[src/rtl/apb_slave_regbank.sv]
// APB slave with NUM_REGS read/write registers, programmable wait states and per-register write
// strobes. Define APB_REGBANK_SLVERR_EN to flag invalid accesses on pslverr.
module apb_slave_regbank #(
    parameter int unsigned          ADDR_W      = 32,
    parameter int unsigned          DATA_W      = 32,
    parameter int unsigned          NUM_REGS    = 8,
    parameter logic [ADDR_W-1:0]    BASE_ADDR   = '0,
    parameter int unsigned          WAIT_CYCLES = 0
) (
    input  logic                         clk,
    input  logic                         rst,
    input  logic                         psel,
    input  logic                         penable,
    input  logic                         pwrite,
    input  logic [ADDR_W-1:0]            paddr,
    input  logic [DATA_W-1:0]            pwdata,
    output logic [DATA_W-1:0]            prdata,
    output logic                         pready,
    output logic                         pslverr,
    output logic [NUM_REGS*DATA_W-1:0]   reg_q,
    output logic [NUM_REGS-1:0]          wr_pulse
);

    localparam int unsigned BYTE_SHIFT = $clog2(DATA_W / 8);
    localparam int unsigned IDX_W      = (NUM_REGS > 1) ? $clog2(NUM_REGS) : 1;
    localparam logic [ADDR_W-1:0] ALIGN_MASK = ADDR_W'((1 << BYTE_SHIFT) - 1);
    localparam logic [3:0]  CNT_MAX    = 4'(WAIT_CYCLES);

    typedef enum logic [0:0] {StIdle, StAccess} state_e;

    state_e                 state_q, state_d;
    logic [3:0]             cnt_q, cnt_d;
    logic                   write_q, write_d;
    logic                   valid_q, valid_d;
    logic [IDX_W-1:0]       idx_q, idx_d;
    logic [DATA_W-1:0]      prdata_q, prdata_d;
    logic [NUM_REGS-1:0]    wr_pulse_q, wr_pulse_d;
    logic [DATA_W-1:0]      regs_q [NUM_REGS];
    logic [DATA_W-1:0]      regs_d [NUM_REGS];

    logic [ADDR_W-1:0]      off;
    logic [ADDR_W-1:0]      idx_full;
    logic [IDX_W-1:0]       idx;
    logic                   valid;

    // Range check is done on the full-width index so high addresses never alias.
    always_comb begin
        off      = paddr - BASE_ADDR;
        idx_full = off >> BYTE_SHIFT;
        idx      = idx_full[IDX_W-1:0];
        valid    = ((off & ALIGN_MASK) == '0) && (idx_full < ADDR_W'(NUM_REGS));
    end

    assign pready = (state_q == StAccess) && (cnt_q == CNT_MAX);

    always_comb begin
        state_d    = state_q;
        cnt_d      = cnt_q;
        write_d    = write_q;
        valid_d    = valid_q;
        idx_d      = idx_q;
        prdata_d   = prdata_q;
        wr_pulse_d = '0;
        regs_d     = regs_q;
        unique case (state_q)
            StIdle: begin
                if (psel && !penable) begin
                    write_d  = pwrite;
                    valid_d  = valid;
                    idx_d    = idx;
                    prdata_d = (!pwrite && valid) ? regs_q[idx] : '0;
                    cnt_d    = '0;
                    state_d  = StAccess;
                end
            end
            StAccess: begin
                if (!(psel && penable)) begin
                    state_d = StIdle;
                end else if (pready) begin
                    if (write_q && valid_q) begin
                        regs_d[idx_q]     = pwdata;
                        wr_pulse_d[idx_q] = 1'b1;
                    end
                    state_d = StIdle;
                end else if (cnt_q != CNT_MAX) begin
                    cnt_d = cnt_q + 4'd1;
                end
            end
            default: state_d = StIdle;
        endcase
    end

    always_ff @(posedge clk) begin
        if (rst) begin
            state_q    <= StIdle;
            cnt_q      <= '0;
            write_q    <= 1'b0;
            valid_q    <= 1'b0;
            idx_q      <= '0;
            prdata_q   <= '0;
            wr_pulse_q <= '0;
            for (int i = 0; i < NUM_REGS; i++) regs_q[i] <= '0;
        end else begin
            state_q    <= state_d;
            cnt_q      <= cnt_d;
            write_q    <= write_d;
            valid_q    <= valid_d;
            idx_q      <= idx_d;
            prdata_q   <= prdata_d;
            wr_pulse_q <= wr_pulse_d;
            for (int i = 0; i < NUM_REGS; i++) regs_q[i] <= regs_d[i];
        end
    end

    assign prdata   = (pready && !write_q) ? prdata_q : '0;
    assign wr_pulse = wr_pulse_q;

`ifdef APB_REGBANK_SLVERR_EN
    assign pslverr = pready & ~valid_q;
`else
    assign pslverr = 1'b0;
`endif

    for (genvar i = 0; i < NUM_REGS; i++) begin : gen_reg_out
        assign reg_q[i*DATA_W +: DATA_W] = regs_q[i];
    end

endmodule

[config.mk]
export PLATFORM = sky130hd
export DESIGN_NAME = apb_slave_regbank
export DESIGN_NICKNAME = d
export VERILOG_FILES = /design/src/rtl/apb_slave_regbank.sv
export SDC_FILE = /design/constraint.sdc
export NUM_CORES = 1
export LEC_CHECK = 0
export CAP_MARGIN = 20
export CORE_MARGIN = 5
export CORE_UTILIZATION = 52
export CTS_BUF_LIST = sky130_fd_sc_hd__clkbuf_8 sky130_fd_sc_hd__clkbuf_16
export DETAILED_ROUTE_END_ITERATION = 16
export PLACE_DENSITY = 0.86
export SYNTH_ARGS = -nofsm -noshare
export SYNTH_HDL_FRONTEND = slang
export SYNTH_SLANG_ARGS = --single-unit
[constraint.sdc]
create_clock -name clk -period 4.4 [get_ports clk]
set_input_delay 0.66 -clock clk [delete_from_list [all_inputs] [get_ports clk]]
set_output_delay 0.66 -clock clk [all_outputs]
set_load 0.02 [all_outputs]
==> impl_metrics.toml <==
[outcome]
status = "complete, no violations"

[synth]
async_flop_share = 0
yosysMostFrequentCell = "nand2_1"
synthDominantCellAreaShare = 0.4679
synthCells = 1519
synthTopCellsByCount = "nand2_1, dfxtp_1, a21oi_1"
synth_edf_count = 0
yosys.cell_types.count = 40
synthFlopType = "dfxtp_1"
syn_area_per_cell_um2 = 8.619
yosys.area.top_type = "dfxtp_1"
syn-num-nets = 1590
synth_area_leaders = "dfxtp_1, nand2_1, mux4_2"
ys_seq_area_frac = 0.4679
syn_area_um2 = 13090
ys_seq_elements = 306
yosysWarnings = 0

[clock_network]
cts-root-buf = "clkbuf_16"
clkSinkCount = 306
clockBufferDepth = 3
ctsResizeCount = 0
cts_hold_buf = 0
post_cts_buffers = 0
numCtsBuffers = 30
cts_htree_levels = 1
insertion_delay_ns = 0.55
cts_tree = "yes"
clkTransAtPathRegs_ns = 0.06

[power]
combPwrFrac = 0.048
power_switching_mw = 1.211
ir_worst_vdd_v = 0.0002596
switching_share = 0.2234
power_frac_seq = 0.512
clkPwrFrac = 0.440
power.leakage_nw = 5.799
p_int_mw = 4.209
power_density_nw_per_um2 = 309.7

[hold_path]
min_path_type = "reg -> reg"

[timing]
timing.final.ws_setup_ns = 0.8052
max-slew-margin-rel = 0.2263
hold_slack_ns = 0.4414
finalMaxSlewViolations = 0
worstMarginPinSlew_ns = 1.158
tns_ns = 0
rsz0062_at_grt = "false"
finClkSkew_ns = 0.01323
finalHoldViolations = 0
period_share = 0.8170
clock.fmax_mhz = 278.2
setup_viol = 0
fin_crit_ns = 3.595

[critical_path]
required_ns = 3.74
cp_max_fo = 15
path_class = "reg -> out"
start_kind = "register"
worstPathArrival_ns = 2.93
end_kind = "output pin"

[floorplanning]
dieWidth_um = 168.7
initial_core_util = 0.5245
row_count = 58
dieArea_um2 = 28450
core_um2 = 24960
die_y_um = 168.7
ios = 367

[detailed_routing]
drc = 0
routed_via_density = 5.880
routedWlPerCell_um = 21.37
drtAntennaViolNets = 0
first_pass_iters = 6
drtIter0Drc = 1371
vias = 12584
wirelength_um = 45730

[placement]
portBuffers = 365
gp_congestion = 0.8665
dp_cells = 2088
dp_slack_ns = 0.8538
dp_hpwl_um = 30650

[global_route]
antenna_found_initial = 1
grt.overflow.total = 0
grt_pass1_vias = 12471
grt_max_degree = 108
grt_use_total = 0.3065
grt_pass1_wl_um = 70390

[run]
cap_violations = 0

[layout]
area_growth_pct = 33.67
final_nets = 1862
drive_gt1_frac = 0.08564
final_core_util = 0.7010
final_cells = 2140
diodes = 0
## worst max-delay path, cell delays in order (launching register included)
cell             delay [ns]
dfxtp_1                0.35
inv_1                  0.11
ha_1                   0.23
nand4bb_4              0.34
nor2_2                 0.23
buf_4                  0.28
and2_1                 0.18
clkdlybuf4s50_1        0.67
## layout make-up
type                    instances  area, um2
clock buffers                  36      844.6
clock inverters                15      60.06
fillers                      1854       7463
inverters                       5      18.77
multi-input cells            1054       6153
flip-flops and latches        306       6126
well taps                     330      412.9
repair buffers                394       3885
## state kept, by name, summed over array words and instances (netlist names)
name,cells
cnt_q,4
idx_q,3
prdata_q,32
reg_q,256
state_q,1
valid_q,1
wr_pulse,8
write_q,1
## metal layers
layer  share of wire  vias to the layer above  wire (um)  global-route usage
met3            0.11                      153       4891             0.07240
met1            0.37                     6011      16840              0.3807
met5         0.00042                        -         19                   0
met4           0.044                        2       2011              0.1334
met2            0.48                      806      21970              0.5112
li1                -                     5612          -                   -
## cells by family after synthesis
group,count (synthesis),synth area share
flops,306,0.4679
other cells,1,0.0002864
mux,97,0.1353
simple gates,650,0.2136
buf+inv,159,0.06365
fa+ha+maj,2,0.001911
compound gates,304,0.1174
## placed cells by master (no fill, tap or decap), types with 4 or more instances in the layout
cell and n:
a21oi_1 263, and4_1 4, mux4_2 64, clkdlybuf4s50_1 361
clkbuf_16 31, inv_1 15, buf_4 30, nor2_1 5
clkbuf_8 6, mux2i_1 33, nor4_1 12, or4_1 4
o21ai_1 18, o21ai_0 18, nand2_1 558, nand3_1 4
dfxtp_1 306, nor4_4 6, and2_1 32
## final timing paths
check / slack (ns) / end / depth (start not counted) / start
setup reg to reg: 1.65 / reg_q[231] / 6 / cnt_q[0]
hold / removal: 0.44 / prdata_q[29] / 2 / prdata_q[29]
setup / recovery: 0.81 / prdata[19] / 7 / cnt_q[0]
hold reg to reg: 0.44 / prdata_q[29] / 2 / prdata_q[29]
## power by group through the flow
stage	sequential [mW]	clock (mW)	combinational (mW)
final	2.78	2.38	0.258
after detailed placement	2.84	0	0.250
after global routing	2.78	2.51	0.269
after floorplan	2.84	0	0.166
after CTS	2.78	2.39	0.251
after global placement	2.84	0	0.249
## stage by stage
stage	cell area, um2	power, mW
final	17500	5.420
after global routing	17500	5.554
after CTS	17470	5.416
after detailed placement	16570	3.088
after global placement	16570	3.087
after floorplan	13090	3.002
Power figures use the tool's default switching activity.
